--- config.mk ---
export PLATFORM = sky130hd
export DESIGN_NAME = match_controller
export DESIGN_NICKNAME = d
export VERILOG_FILES = /design/src/rtl/match_controller.sv
export SDC_FILE = /design/constraint.sdc
export NUM_CORES = 1
export LEC_CHECK = 0
export BUFFER_PORTS_ARGS = -buffer_cell sky130_fd_sc_hd__clkbuf_2
export CAP_MARGIN = 20
export CELL_PAD_IN_SITES_DETAIL_PLACEMENT = 1
export CELL_PAD_IN_SITES_GLOBAL_PLACEMENT = 2
export CORE_MARGIN = 4
export CORE_UTILIZATION = 31
export CTS_CLUSTER_DIAMETER = 150
export DETAILED_ROUTE_END_ITERATION = 8
export HOLD_SLACK_MARGIN = 0.08
export PLACE_DENSITY_LB_ADDON = 0.2
export SLEW_MARGIN = 15
export SYNTH_ARGS = -nofsm -noshare
export SYNTH_HDL_FRONTEND = slang
export SYNTH_SLANG_ARGS = --single-unit
--- constraint.sdc ---
create_clock -name Clk -period 2.56 [get_ports Clk]
set_input_delay 0.384 -clock Clk [delete_from_list [all_inputs] [get_ports Clk]]
set_output_delay 0.384 -clock Clk [all_outputs]
set_load 0.01 [all_outputs]
--- src/rtl/match_controller.sv ---
// Game-flow sequencer for the two-player fighting game: menu, countdown, fight,
// pause, round-over hold and match-over, with round tally and winner report.
module match_controller #(
  parameter int COUNTDOWN_SECS   = 3,
  parameter int FRAMES_PER_SEC   = 60,
  parameter int ROUNDOVER_FRAMES = 120,
  parameter int ROUNDS_TO_WIN    = 2
) (
  input  logic       Clk,
  input  logic       Reset,
  input  logic       frame_clk,
  input  logic       start,
  input  logic       pause_key,
  input  logic [9:0] p1_health,
  input  logic [9:0] p2_health,
  output logic [2:0] state,
  output logic       is_menu,
  output logic       paused,
  output logic       fight_en,
  output logic       round_reset,
  output logic [1:0] countdown_sec,
  output logic [1:0] p1_rounds,
  output logic [1:0] p2_rounds,
  output logic [1:0] winner
);

  localparam int CNT_MAX = (FRAMES_PER_SEC > ROUNDOVER_FRAMES) ? FRAMES_PER_SEC : ROUNDOVER_FRAMES;
  localparam int CNT_W   = $clog2(CNT_MAX + 1);

  localparam logic [CNT_W-1:0] FPS_L  = CNT_W'(FRAMES_PER_SEC);
  localparam logic [CNT_W-1:0] ROF_L  = CNT_W'(ROUNDOVER_FRAMES);
  localparam logic [1:0]       SECS_L = 2'(COUNTDOWN_SECS);
  localparam logic [1:0]       RTW_L  = 2'(ROUNDS_TO_WIN);

  localparam logic [1:0] WIN_NONE = 2'd0;
  localparam logic [1:0] WIN_P1   = 2'd1;
  localparam logic [1:0] WIN_P2   = 2'd2;
  localparam logic [1:0] WIN_DRAW = 2'd3;

  typedef enum logic [2:0] {
    S_MENU       = 3'd0,
    S_COUNTDOWN  = 3'd1,
    S_FIGHT      = 3'd2,
    S_PAUSE      = 3'd3,
    S_ROUND_OVER = 3'd4,
    S_MATCH_OVER = 3'd5
  } state_t;

  logic             r_sync1, r_sync2, r_sync2_d, r_tick;
  logic             r_start_d, r_pause_d;
  state_t           r_state, w_state_nxt;
  logic [CNT_W-1:0] r_cnt, w_cnt_nxt, w_cnt_inc;
  logic [1:0]       r_sec, w_sec_nxt;
  logic [1:0]       r_p1_rounds, w_p1_nxt, w_p1_sat;
  logic [1:0]       r_p2_rounds, w_p2_nxt, w_p2_sat;
  logic [1:0]       r_winner, w_winner_nxt;
  logic             r_is_menu, r_paused, r_fight_en, r_round_reset;
  logic             w_start_e, w_pause_e, w_p1_ko, w_p2_ko, w_entry_cd, w_entry_ro;

  // frame_clk crosses domains through two flops; the tick is its registered rising edge.
  always_ff @(posedge Clk) begin
    // NOTE: sequential state uses non-blocking assignments so every flop samples pre-edge values.
    if (Reset) begin
      r_sync1   <= 1'b0;
      r_sync2   <= 1'b0;
      r_sync2_d <= 1'b0;
      r_tick    <= 1'b0;
      r_start_d <= 1'b1;
      r_pause_d <= 1'b1;
    end else begin
      r_sync1   <= frame_clk;
      r_sync2   <= r_sync1;
      r_sync2_d <= r_sync2;
      r_tick    <= r_sync2 & ~r_sync2_d;
      r_start_d <= start;
      r_pause_d <= pause_key;
    end
  end

  assign w_start_e = start & ~r_start_d;
  assign w_pause_e = pause_key & ~r_pause_d;
  assign w_p1_ko   = (p1_health == 10'd0);
  assign w_p2_ko   = (p2_health == 10'd0);
  assign w_cnt_inc = r_cnt + CNT_W'(1);
  assign w_p1_sat  = (r_p1_rounds < RTW_L) ? r_p1_rounds + 2'd1 : r_p1_rounds;
  assign w_p2_sat  = (r_p2_rounds < RTW_L) ? r_p2_rounds + 2'd1 : r_p2_rounds;

  always_comb begin
    // NOTE: every signal driven here gets a default first so no path can infer a latch.
    w_state_nxt  = r_state;
    w_cnt_nxt    = r_cnt;
    w_sec_nxt    = r_sec;
    w_p1_nxt     = r_p1_rounds;
    w_p2_nxt     = r_p2_rounds;
    w_winner_nxt = r_winner;

    case (r_state)
      S_MENU: begin
        if (w_start_e) begin
          w_state_nxt  = S_COUNTDOWN;
          w_p1_nxt     = 2'd0;
          w_p2_nxt     = 2'd0;
          w_winner_nxt = WIN_NONE;
        end
      end
      S_COUNTDOWN: begin
        if (r_tick) begin
          if (w_cnt_inc == FPS_L) begin
            w_cnt_nxt = '0;
            if (r_sec <= 2'd1) w_state_nxt = S_FIGHT;
            else               w_sec_nxt   = r_sec - 2'd1;
          end else begin
            w_cnt_nxt = w_cnt_inc;
          end
        end
      end
      S_FIGHT: begin
        // A knockout outranks a pause request taken in the same cycle.
        if (w_p1_ko && w_p2_ko) begin
          w_state_nxt  = S_ROUND_OVER;
          w_winner_nxt = WIN_DRAW;
        end else if (w_p1_ko) begin
          w_state_nxt  = S_ROUND_OVER;
          w_p2_nxt     = w_p2_sat;
          w_winner_nxt = WIN_P2;
        end else if (w_p2_ko) begin
          w_state_nxt  = S_ROUND_OVER;
          w_p1_nxt     = w_p1_sat;
          w_winner_nxt = WIN_P1;
        end else if (w_pause_e) begin
          w_state_nxt  = S_PAUSE;
        end
      end
      S_PAUSE: begin
        if (w_pause_e) w_state_nxt = S_FIGHT;
      end
      S_ROUND_OVER: begin
        if (r_tick) begin
          if (w_cnt_inc == ROF_L) begin
            if (r_p1_rounds == RTW_L) begin
              w_state_nxt  = S_MATCH_OVER;
              w_winner_nxt = WIN_P1;
            end else if (r_p2_rounds == RTW_L) begin
              w_state_nxt  = S_MATCH_OVER;
              w_winner_nxt = WIN_P2;
            end else begin
              w_state_nxt  = S_COUNTDOWN;
              w_winner_nxt = WIN_NONE;
            end
          end else begin
            w_cnt_nxt = w_cnt_inc;
          end
        end
      end
      S_MATCH_OVER: begin
        if (w_start_e) w_state_nxt = S_MENU;
      end
      default: w_state_nxt = S_MENU;
    endcase

    w_entry_cd = (w_state_nxt == S_COUNTDOWN) && (r_state != S_COUNTDOWN);
    w_entry_ro = (w_state_nxt == S_ROUND_OVER) && (r_state != S_ROUND_OVER);
    if (w_entry_cd) begin
      w_cnt_nxt = '0;
      w_sec_nxt = SECS_L;
    end
    if (w_entry_ro) w_cnt_nxt = '0;
    if (w_state_nxt != S_COUNTDOWN) w_sec_nxt = 2'd0;
  end

  // Flags are decoded from the next state so every output is a flop.
  always_ff @(posedge Clk) begin
    if (Reset) begin
      r_state       <= S_MENU;
      r_cnt         <= '0;
      r_sec         <= 2'd0;
      r_p1_rounds   <= 2'd0;
      r_p2_rounds   <= 2'd0;
      r_winner      <= WIN_NONE;
      r_is_menu     <= 1'b1;
      r_paused      <= 1'b0;
      r_fight_en    <= 1'b0;
      r_round_reset <= 1'b0;
    end else begin
      r_state       <= w_state_nxt;
      r_cnt         <= w_cnt_nxt;
      r_sec         <= w_sec_nxt;
      r_p1_rounds   <= w_p1_nxt;
      r_p2_rounds   <= w_p2_nxt;
      r_winner      <= w_winner_nxt;
      r_is_menu     <= (w_state_nxt == S_MENU);
      r_paused      <= (w_state_nxt == S_PAUSE);
      r_fight_en    <= (w_state_nxt == S_FIGHT);
      r_round_reset <= w_entry_cd;
    end
  end

  assign state         = r_state;
  assign is_menu       = r_is_menu;
  assign paused        = r_paused;
  assign fight_en      = r_fight_en;
  assign round_reset   = r_round_reset;
  assign countdown_sec = r_sec;
  assign p1_rounds     = r_p1_rounds;
  assign p2_rounds     = r_p2_rounds;
  assign winner        = r_winner;

endmodule
## Yosys cells after proc, flatten, opt, wreduce, memory -nomap -nowiden

Cells that the tools add are included.

| storage, ports and cells | value |
|---|---|
| bits in registers | 28 |
| bits in latches | 0 |
| bits in writable memories | 0 |
| memory bits (read-only) | 0 |
| input bits | 25 |
| output and inout port bits | 15 |
| logic and storage cells | 121 |
| memories | 0 |

| cells by class | value |
|---|---|
| $add $sub $neg | 4 |
| $mul | 0 |
| div/mod/pow operators | 0 |
| $lt $le $gt $ge | 3 |
| equal/unequal tests | 29 |
| shifts and indexed selects | 0 |
| muxes and demuxes | 43 |
| bitwise gates (word level) | 6 |
| reduce and logical (&&, ||, !) cells | 20 |

Operators by type and width:

| operator | count |
|---|---|
| $mux W3 | 14 |
| $mux W2 | 20 |
| $mux W7 | 4 |
| $ne A2 B2 Y1 const B | 12 |
| $logic_not A10 Y1 | 2 |
| $pmux W3 S6 | 1 |
| $pmux W7 S2 | 1 |
| $eq A3 B2 Y1 const B | 4 |
| $reduce_and A5 Y1 | 2 |
| $reduce_bool A2 Y1 | 5 |
| $eq A3 B3 Y1 const B | 3 |
| $pmux W2 S2 | 2 |
| $reduce_and A4 Y1 | 2 |
| $add A7 B1 Y7 const B | 1 |
| $eq A7 B6 Y1 const B | 1 |
| $eq A7 B7 Y1 const B | 1 |
| $eq A3 B1 Y1 const B | 2 |
| $logic_not A3 Y1 | 2 |
| $ne A3 B1 Y1 const B | 2 |
| $pmux W2 S3 | 1 |
| $reduce_and A6 Y1 | 1 |
| $add A2 B1 Y2 const B | 2 |
| $eq A2 B2 Y1 const B | 2 |
| $lt A2 B2 Y1 const B | 2 |
| 10 further kinds | 16 |

## Depth between registers and ports, before layout

Gate-level depths: netlist of the first run.

| depth | value |
|---|---|
| depth after elaboration | 11 |
| depth in mapped cells | 8 |
| mapped depth without buffers | 7 |

## Worst setup path after synthesis of the first run

No wires, ideal clock.

| timing path | value |
|---|---|
| kind | register to register |
| from | reg r_cnt[0] |
| to | reg r_cnt[4] |
| library setup time | 0.079 ns |
| data arrival time | 2.069 ns |
| data required time | 2.481 ns |
| slack | 0.412 ns |
| cell stages (with the launch flop) | 9 |
| buffers on the path | 1 |
| period minus slack after synthesis | 2.148 ns |
| cell sequence | dfxtp_1 > ha_1 > a21boi_0 > o221ai_2 > a22oi_4 > a41o_2 > or3_1 > clkbuf_1 > a211oi_2 |

| between the ends | value |
|---|---|
| cells in the longest elaborated chain, start to end | 8 |
| elaborated cells between the ends (all ways) | 20 |
| those cells by class | 1 x add/sub; 5 x eq/ne; 10 x mux; 4 x reduce/logical |

Ends and longest elaborated chain:

| what | line | RTL |
|---|---|---|
| from (decl) | 52 | `logic [CNT_W-1:0] r_cnt, w_cnt_nxt, w_cnt_inc;` |
| from (signal assigned) | 186 | `r_cnt <= w_cnt_nxt;` |
| $add A7 B1 Y7 (*) | 84 | `assign w_cnt_inc = r_cnt + CNT_W'(1);` |
| $eq A7 B7 Y1 / $eq A7 B6 Y1 (equally long branches) | 139, 108 |  |
| $mux W3 (on tied branches) | 139, 108 |  |
| $mux W3 (on tied branches) | 138, 107 |  |
| $pmux W3 S6 | 97 | `case (r_state)` |
| $eq A3 B1 Y1 / $eq A3 B3 Y1 (equally long branches) | 161, 162 |  |
| $logic_and A1 B1 Y1 (on tied branches) | 161, 162 |  |
| $reduce_or A3 Y1 (no source line) | n/a |  |

Mark *: on every way between the ends. The rest lies on a longest branch, timed or not. The select of a mux whose other input is x is not followed.
A chain may end at the register's enable or synchronous reset.

## Worst setup path in the final report of the first run

| timing path | value |
|---|---|
| from | reg r_cnt[0] |
| to | reg r_cnt[2] |

Same word-level chain as after synthesis.

==> results.md, run 1 <==
- Total power: slightly below 800 uW
- Starting Density: 0.331
- Final hold viol count: 0
- Register area: 561 um^2
- CTS tree: done
- Setup-failing EPs final: 0
- Dpl hpwl: 3490 um
- Cell Chain, Critical Path: ha_1 > a21boi_0 > o221ai_2 > a22oi_4 > a41oi_2 > o221ai_2 > a22oi_1
- Final setup TNS: 0 ps
- Vias in the first global route: between 1500 and 2000
- Max clock buf depth: 2
- Clock Skews: 7.34 ps
- DIE AREA: 6420 um^2
- CTS Hold Buffers Added: 0
- Multi-input gate area: 985 um^2
- CP endpoint kind: flip-flop
- DR iter-0 viols: 76
- CP max stage delay: roughly 440 ps
- Synth top area cells: dfxtp_1, nor2_1, mux2i_1, nor2b_1, a21oi_1
- Worst setup path category: reg -> reg
- Synthesized Nets: 216
- Placer Congestion: 0.820
- Post-Layout Cell Count: 291
- Worst slew margin: 0.593
- DR vias/cell: 5.27
- First-pass GRT wire length: roughly 7700 um
- Ratio of final minimum period to clock period: 0.919
- DR vias: 1534
- Io pins: 40
- Share of layout cells above drive strength 1: 0.290
- RSZ-0062 raised after global routing: no
- Run status: finished, final reports clean
- First-pass DRT Iterations: 4
- Core ar.: 4880 um^2
- Synth top area share: 0.347
- Pleak: 0.000760 uW
- Synth Flop Type: dfxtp_1
- Largest area contributor in the synthesized netlist: dfxtp_1
- Ant diodes: 0
- Total GRT Usage: 0.151
- Tmin final: about 2400 ps
- Crit path max fanout: 8
- Required @ worst endpoint: approximately 2700 ps
- Slowest CP cell: o221ai_2
- Initial antenna violation count: 0
- Die extent in x: 80.2 um
- Synth Cell Area: 1610 um^2
- H-tree levels: 1
- Remaining antenna violation count after routing: 0
- CP startpoint kind: flip-flop
- Sequential-to-total area share from yosys stat: 0.347
- Post-synth top cells: dfxtp_1, nor2_1, a21oi_1
- Fmax: approximately 420 MHz
- WL/cell: 15.2 um
- Reg clk slew, reported paths: 100 ps
- Most frequent cell after synthesis: dfxtp_1
- Core Rows: 25
- Max cap viols: 0
- Clk_lat worst skew: 280 ps
- Final Net Count: 255
- Synthesized instance count: 187
- Syn Area/Cell: approximately 8.6 um^2
- Post-synthesis cell type count: 52
- WL final: 4430 um
- Grt ovf: 0
- Ys async rst share: 0
- Post-CTS setup buffer count: 0
- Port Buffers: 39
- Fin. max-slew vios: 0
- Worst vdd ir: 0.224 mV
- Worst-margin pin slew: 605 ps
- Data arrival, critical path: 2510 ps
- Largest net degree at the start of global routing: 20
- CTS Sinks: 28
- Area Overhead vs Synth: 18.8%
- Root buf cell: clkbuf_8
- Total CTS buffers: 3
- Ys Warns: 0
- Chip height: 80.2 um
- Cells after DPL: 288
- CP most frequent cell: o221ai_2
- Hold Crit Class: in -> reg
- Pwr dens: 404 nW/um^2
- Post-synth EDFFs: 0
- Filler instances: just over 600
- DR DRC count: 0
- FF+latch count, synth: 28
## power by group
part           internal, uW  total, uW  switching [uW]
clock                   106        250             144
sequential              444        451            6.94
combinational          35.5       74.7            39.2
total                   586        776             190
## placed cells by master (no fill, tap or decap), drive strengths merged, types with 2 or more instances in the layout
cell,instances
ha,4
nor2b,11
or2,4
clkbuf,42
nor3,5
dfxtp,28
a21boi,2
inv,6
a31oi,2
nand3,6
a22oi,5
nand2,9
nand2b,4
mux2i,7
o31ai,2
or3,4
o21ai,8
a21oi,13
a41oi,2
nor2,21
and3,2
and2,4
o221ai,2
buf,4
nor4,7
nand4,3
xor2,2
## worst max-delay path, delay by kind of cell (launching register included)
kind                       cells  cell delay [ps]
AOI/OAI and AO/OA              6             1560
DFF                            1              380
adders and majority gates      1              280
## repair_timing
| action | 4_1_cts | 5_1_grt |
|---|---|---|
| resized for setup | 0 | 1 |
| hold endpoints to repair | 0 | 0 |
| endpoints found under the setup margin | 0 | 1 |
## routing by layer
metal	global-route usage	vias to the layer above	routed length, um
met4	0.0557	0	71
li1	-	759	-
met2	0.272	36	2160
met5	0	-	0
met3	0.0291	5	223
met1	0.174	734	1970
## registers in the layout, summed over array words and instances (netlist names)
name / count
countdown_sec: 2
fight_en: 1
is_menu: 1
p1_rounds: 2
p2_rounds: 2
paused: 1
r_cnt: 7
r_pause_d: 1
r_start_d: 1
r_sync1: 1
r_sync2: 1
r_sync2_d: 1
r_tick: 1
round_reset: 1
state: 3
winner: 2
## per-stage QoR
| step | hold WS, ps | instance area, um^2 | util | worst slack [ps] |
|---|---|---|---|---|
| after global routing | 315 | 1920 | 0.393 | 12.5 |
| after CTS | 299 | 1910 | 0.392 | 179 |
| after global placement | 374 | 1870 | 0.384 | 302 |
| after detailed placement | 382 | 1870 | 0.384 | 189 |
| after floorplan | 367 | 1610 | - | 412 |
| final | 299 | 1920 | 0.393 | 207 |
## final cells by class
type | count | share of cell area
sequential | 28 | 0.292
multi-input combinational | 144 | 0.513
clock buffer | 3 | 0.0215
inverter | 6 | 0.0117
timing repair buffer | 43 | 0.117
tap | 67 | 0.0437
## final timing paths
path / endpoint / startpoint / cells after the start / slack (ps)
max reg2reg: r_cnt[2] / r_cnt[0] / 7 / 210
min reg2reg: r_tick / r_sync2_d / 1 / 390
min: r_pause_d / pause_key / 2 / 300
max: r_cnt[2] / r_cnt[0] / 7 / 210
## logic make-up (layout without fill, tap and decap cells)
logic type,after synthesis,in the layout,share of synthesized area
AND/OR/NAND/NOR,87,87,0.306
AO/OA/AOI/OAI,44,44,0.216
flip-flops,28,28,0.347
buffers and inverters,15,52,0.0457
multiplexers,7,7,0.0434
adder cells (fa/ha/maj),4,4,0.0310
XOR/XNOR,2,2,0.0109
Power figures use the tool's default switching activity.
==> run 2: changes to the inputs <==
--- a/config.mk
+++ b/config.mk
@@ -9,6 +9,7 @@
 export CAP_MARGIN = 20
 export CELL_PAD_IN_SITES_DETAIL_PLACEMENT = 1
 export CELL_PAD_IN_SITES_GLOBAL_PLACEMENT = 2
+export CORE_ASPECT_RATIO = 1.4
 export CORE_MARGIN = 4
 export CORE_UTILIZATION = 31
 export CTS_CLUSTER_DIAMETER = 150
==> run 2 against run 1 <==
Worst hold slack improved by 4.3 ps. Sequential power about the same. Power increased by 3.2%. Register-to-register slack improved by 20 ps. Cell area increased by 2.2%. Highest routed layer unchanged. Combinational power decreased by 3.1%. Critical endpoint is now r_cnt[6]. Die area increased by 0.26%. Critical path depth unchanged.
==> results.md, run 2 (same netlist as run 1, synthesis figures left out) <==
- Core Rows: 30
- Min Hold Slack: 303 ps
- First-pass GRT wire length: 7450 um
- DR iter-0 viols: 43
- Fmax: 428 MHz
- Data arrival, critical path: between 2000 and 3000 ps
- WL final: ~4400 um
- Final setup TNS: 0 ps
- Final worst-path setup slack: 223 ps
- Remaining antenna violation count after routing: 0
- Grt ovf: 0
- Setup-failing EPs final: 0
- Met2 wire len: about 2400 um
- Hold Crit Class: in -> reg
- DR vias/cell: 5.26
- Met3 routed WL: roughly 120 um
- Die extent in x: between 60 and 70 um
- Pwr dens: between 400 and 500 nW/um^2
- DR DRC count: 0
- DIE AREA: roughly 6400 um^2
- Placer Congestion: 0.722
- Worst setup path category: reg -> reg
- Largest net degree at the start of global routing: 20
- Crit path max fanout: 7
- Top reg by flops: r_cnt
- CTS Hold Buffers Added: 0
- Final core occ: 0.395
- RSZ-0062 raised after global routing: no
- Core ar.: 4950 um^2
- Total power: between 800 and 900 uW
- Run status: finished, final reports clean
- Total CTS buffers: 3
- Filler instances: 619
- Ratio of final minimum period to clock period: 0.913
- CP endpoint kind: flip-flop
- Commonest non-fill, non-tap cells in the layout: clkbuf_2, dfxtp_1, nor2_1
- Worst-margin pin slew: roughly 590 ps
- Vias in the first global route: 1611
- Chip height: 93.4 um
- Tmin final: 2340 ps
- Worst vdd ir: approximately 0.23 mV
- Final hold viol count: 0
- Reg clk slew, reported paths: 100 ps
- Fin. max-slew vios: 0
- Required @ worst endpoint: 2760 ps
- First-pass DRT Iterations: 4
- Max clock buf depth: 2
- Pre-CTS WS: 23.3 ps
- Total GRT Usage: 0.149
- Final Net Count: 258
- Port Buffers: 39
- CTS tree: done
- Starting Density: 0.326
- Ant diodes: 0
- Uppermost layer routed: met4
- Initial antenna violation count: 0
- Root buf cell: clkbuf_8
- WL/cell: 15.0 um
- Largest register FFs: 7
- Clk_lat worst skew: between 200 and 300 ps
- CP startpoint kind: flip-flop
- Pleak: 0.000788 uW
- Share of layout cells above drive strength 1: 0.303
- Wl on met1: 1800 um
- H-tree levels: 1
- Dpl hpwl: 3480 um
- CTS Sinks: 28
- Most common cell after layout, fill and taps aside: clkbuf_2
- DR vias: 1535
- Max cap viols: 0
- Worst slew margin: 0.606
- Clock Skews: 3.58 ps
- Io pins: 40
- Area Overhead vs Synth: 21.4%
==> run 2: final cells by class <==
type	count	area [um^2]	area share
clock buffer	4	55.1	0.0281
inverter	6	22.5	0.0115
multi-input combinational	144	993	0.507
sequential	28	561	0.286
tap	64	80.1	0.0409
timing repair buffer	46	248	0.126
==> run 2: worst max-delay path: stages (launching register included) <==
cell	delay (ps)
dfxtp_1	450
ha_2	280
a21boi_0	120
o221ai_2	210
a22oi_4	140
a41o_2	340
or3_1	500
a22oi_1	210
==> run 2: power by group <==
part	leakage [uW]	internal, uW	switching, uW
Sequential	0.000227	444	6.95
Combinational	0.000532	34.6	37.8
Clock	0.0000288	138	139
Total	0.000788	616	184
==> run 2: metal layers <==
metal / GRT usage / vias up
li1: - / 760
met1: 0.172 / 744
met2: 0.272 / 26
met3: 0.0168 / 5
met4: 0.0520 / 0
met5: 0 / -
==> run 2: per-stage QoR <==
stage               instance area [um^2]  instances
floorplan                           1610        187
global placement                    1870        285
detailed placement                  1870        285
CTS                                 1920        289
global route                        1960        292
finish                              1960        292
==> run 2: worst paths after layout <==
kind | from | end | slack [ps] | depth (start not counted)
worst max-delay path | r_cnt[0] | r_cnt[6] | 220 | 7
worst min-delay path | pause_key | r_pause_d | 300 | 2
worst max register to register | r_cnt[0] | r_cnt[6] | 220 | 7
worst min register to register | r_sync2_d | r_tick | 400 | 1
==> run 2: what timing repair did <==
action / in CTS / in global routing
setup endpoints to repair: 0 / 10
setup buffers: 0 / 3
resized for setup: 0 / 2
==> run 3: changes to the inputs <==
--- a/config.mk
+++ b/config.mk
@@ -10,12 +10,13 @@
 export CELL_PAD_IN_SITES_DETAIL_PLACEMENT = 1
 export CELL_PAD_IN_SITES_GLOBAL_PLACEMENT = 2
 export CORE_ASPECT_RATIO = 1.4
-export CORE_MARGIN = 4
 export CORE_UTILIZATION = 31
 export CTS_CLUSTER_DIAMETER = 150
 export DETAILED_ROUTE_END_ITERATION = 8
+export GPL_TIMING_DRIVEN = 0
 export HOLD_SLACK_MARGIN = 0.08
 export PLACE_DENSITY_LB_ADDON = 0.2
+export SETUP_SLACK_MARGIN = 0.5
 export SLEW_MARGIN = 15
 export SYNTH_ARGS = -nofsm -noshare
 export SYNTH_HDL_FRONTEND = slang
==> run 3 against run 2 <==
Die area is 15% lower. Via count increased by 5.4%. Clock power rose by 31%. Sequential share of layout area decreased by 3.6 points. Clock-buffer cell count fell by 1. Largest power group unchanged.
==> results.md, run 3 (same netlist as run 1, synthesis figures left out) <==
- Run status: finished, final reports clean
- Largest register FFs: 7
- DR vias/cell: ~5.3
- Core ar.: 4920 um^2
- Io pins: 40
- First-pass DRT Iterations: 4
- WL/cell: 15.6 um
- DIE AREA: 5500 um^2
- GRT busiest layer: met2
- Min Hold Slack: slightly above 300 ps
- Total GRT Usage: 0.183
- FF-to-FF path depth: 8
- Clk pwr share: 0.401
- Top reg by flops: r_cnt
- Data arrival, critical path: 2310 ps
- CP startpoint kind: flip-flop
- R2R Path Start: r_cnt[0]
- Vias in the first global route: 1708
- Required @ worst endpoint: 2770 ps
- Most common cell after layout, fill and taps aside: clkbuf_2
- Initial antenna violation count: 0
- DR iter-0 viols: 54
- Flop2flop setup slack: 460 ps
- Pwr dens: 393 nW/um^2
- Port Buffers: 38
- Switching share of power: 0.227
- Share of layout cells above drive strength 1: 0.449
- Comb power frac: 0.104
- Remaining antenna violation count after routing: 0
- First-pass GRT wire length: 7980 um
- CTS Hold Buffers Added: 0
- Fin. max-slew vios: 0
- Largest net degree at the start of global routing: 17
- WP buf/inv: 1
- Worst vdd ir: 0.174 mV
- Slowest CP cell: dfxtp_4
- Worst-margin pin slew: around 650 ps
- Met3 Use GR: 0.0249
- Chip height: 87.4 um
- CP max stage delay: ~400 ps
- Commonest non-fill, non-tap cells in the layout: clkbuf_2, dfxtp_1, nor2_1
- Clk_lat worst skew: 280 ps
- Register area: 573 um^2
- Final worst-path setup slack: 458 ps
- Root buf cell: clkbuf_8
- Placer Congestion: 0.772
- Worst slew margin: 0.560
- Dpl hpwl: 3450 um
- Filler instances: between 500 and 600
- Ratio of final minimum period to clock period: 0.821
- Hold Startpoint: pause_key
- Multi-input gate area: between 1000 and 1500 um^2
- Final Net Count: 273
- Reg2reg end: r_cnt[4]
- Hold EP: r_pause_d
- Ant diodes: 0
- CTS Sinks: 28
- Max cap viols: 0
- Total power: 901 uW
- WL final: 4790 um
- Core Rows: 30
- Sequential power share: 0.495
- Pre-CTS WS: 175 ps
- Crit path max-delay family: compound AO/OA/AOI/OAI gates
- CTS tree: done
- Die extent in x: 63.0 um
- Clock Skews: 5.14 ps
- Area Overhead vs Synth: 42.0%
- Grt ovf: 0
- Setup-failing EPs final: 0
- Reg clk slew, reported paths: 100 ps
- Worst setup path category: reg -> reg
- Final setup TNS: 0 ps
- Fmax: 476 MHz
- Hold Crit Class: in -> reg
- Worst hold path depth: 2
- Pleak: 0.000899 uW
- Starting Density: 0.328
- Met2 usage: 0.373
- Max clock buf depth: 2
- Tmin final: 2100 ps
- Internal power: 697 uW
- H-tree levels: 1
- RSZ-0062 raised after global routing: yes
- Crit path max fanout: 7
- CP endpoint kind: flip-flop
- Total CTS buffers: 3
- Cell Chain, Critical Path: ha_4 > and3b_1 > o221ai_2 > a22oi_4 > a41o_4 > or3_4 > clkbuf_16 > a211oi_2
- Final core occ: 0.466
- Final hold viol count: 0
- Grt met1 use: 0.189
- DR vias: approximately 1600
- Switch Pwr: 204 uW
- DR DRC count: 0
-- run 3: how the worst max path moves through the flow --
stage	endpoint	depth (start not counted)	start
final	r_cnt[4]	8	r_cnt[0]
after detailed placement	r_cnt[2]	7	r_cnt[0]
after CTS	countdown_sec[0]	8	r_cnt[2]
after global placement	r_cnt[4]	8	r_cnt[0]
after global routing	countdown_sec[0]	8	r_cnt[2]
after floorplan	r_cnt[4]	8	r_cnt[1]
-- run 3: metrics by stage --
stage,area [um^2],std cells
floorplan,1620,187
global placement,1890,289
detailed placement,1890,289
CTS,2240,306
global route,2290,307
finish,2290,307
-- run 3: layer usage --
| layer | routed length (um) | share of wire | vias up |
|---|---|---|---|
| li1 | - | - | 796 |
| met5 | 0 | 0 | - |
| met4 | 93 | 0.019 | 0 |
| met3 | 121 | 0.025 | 14 |
| met1 | 1860 | 0.39 | 767 |
| met2 | 2710 | 0.57 | 41 |
-- run 3: timing repair --
| action | CTS | global route |
|---|---|---|
| endpoints found under the setup margin | 16 | 17 |
| gates cloned | 0 | 0 |
| buffers inserted | 13 | 1 |
| pin swaps | 11 | 10 |
| resized for setup | 34 | 13 |
-- run 3: power by group through the flow --
stage               sequential [uW]  combinational (uW)  clock, uW
global route                    447                 102        390
global placement                458                73.8          0
floorplan                       459                40.8          0
CTS                             447                91.5        373
detailed placement              458                76.9          0
finish                          446                93.5        362
-- run 3: area by class of cell --
| class | count | area share |
|---|---|---|
| multi-input cells | 144 | 0.504 |
| flip-flops and latches | 28 | 0.250 |
| repair buffers | 52 | 0.138 |
| well taps | 64 | 0.0349 |
| plain buffers | 9 | 0.0328 |
| clock buffers | 3 | 0.0180 |
| clock inverters | 1 | 0.0131 |
| inverters | 6 | 0.00983 |
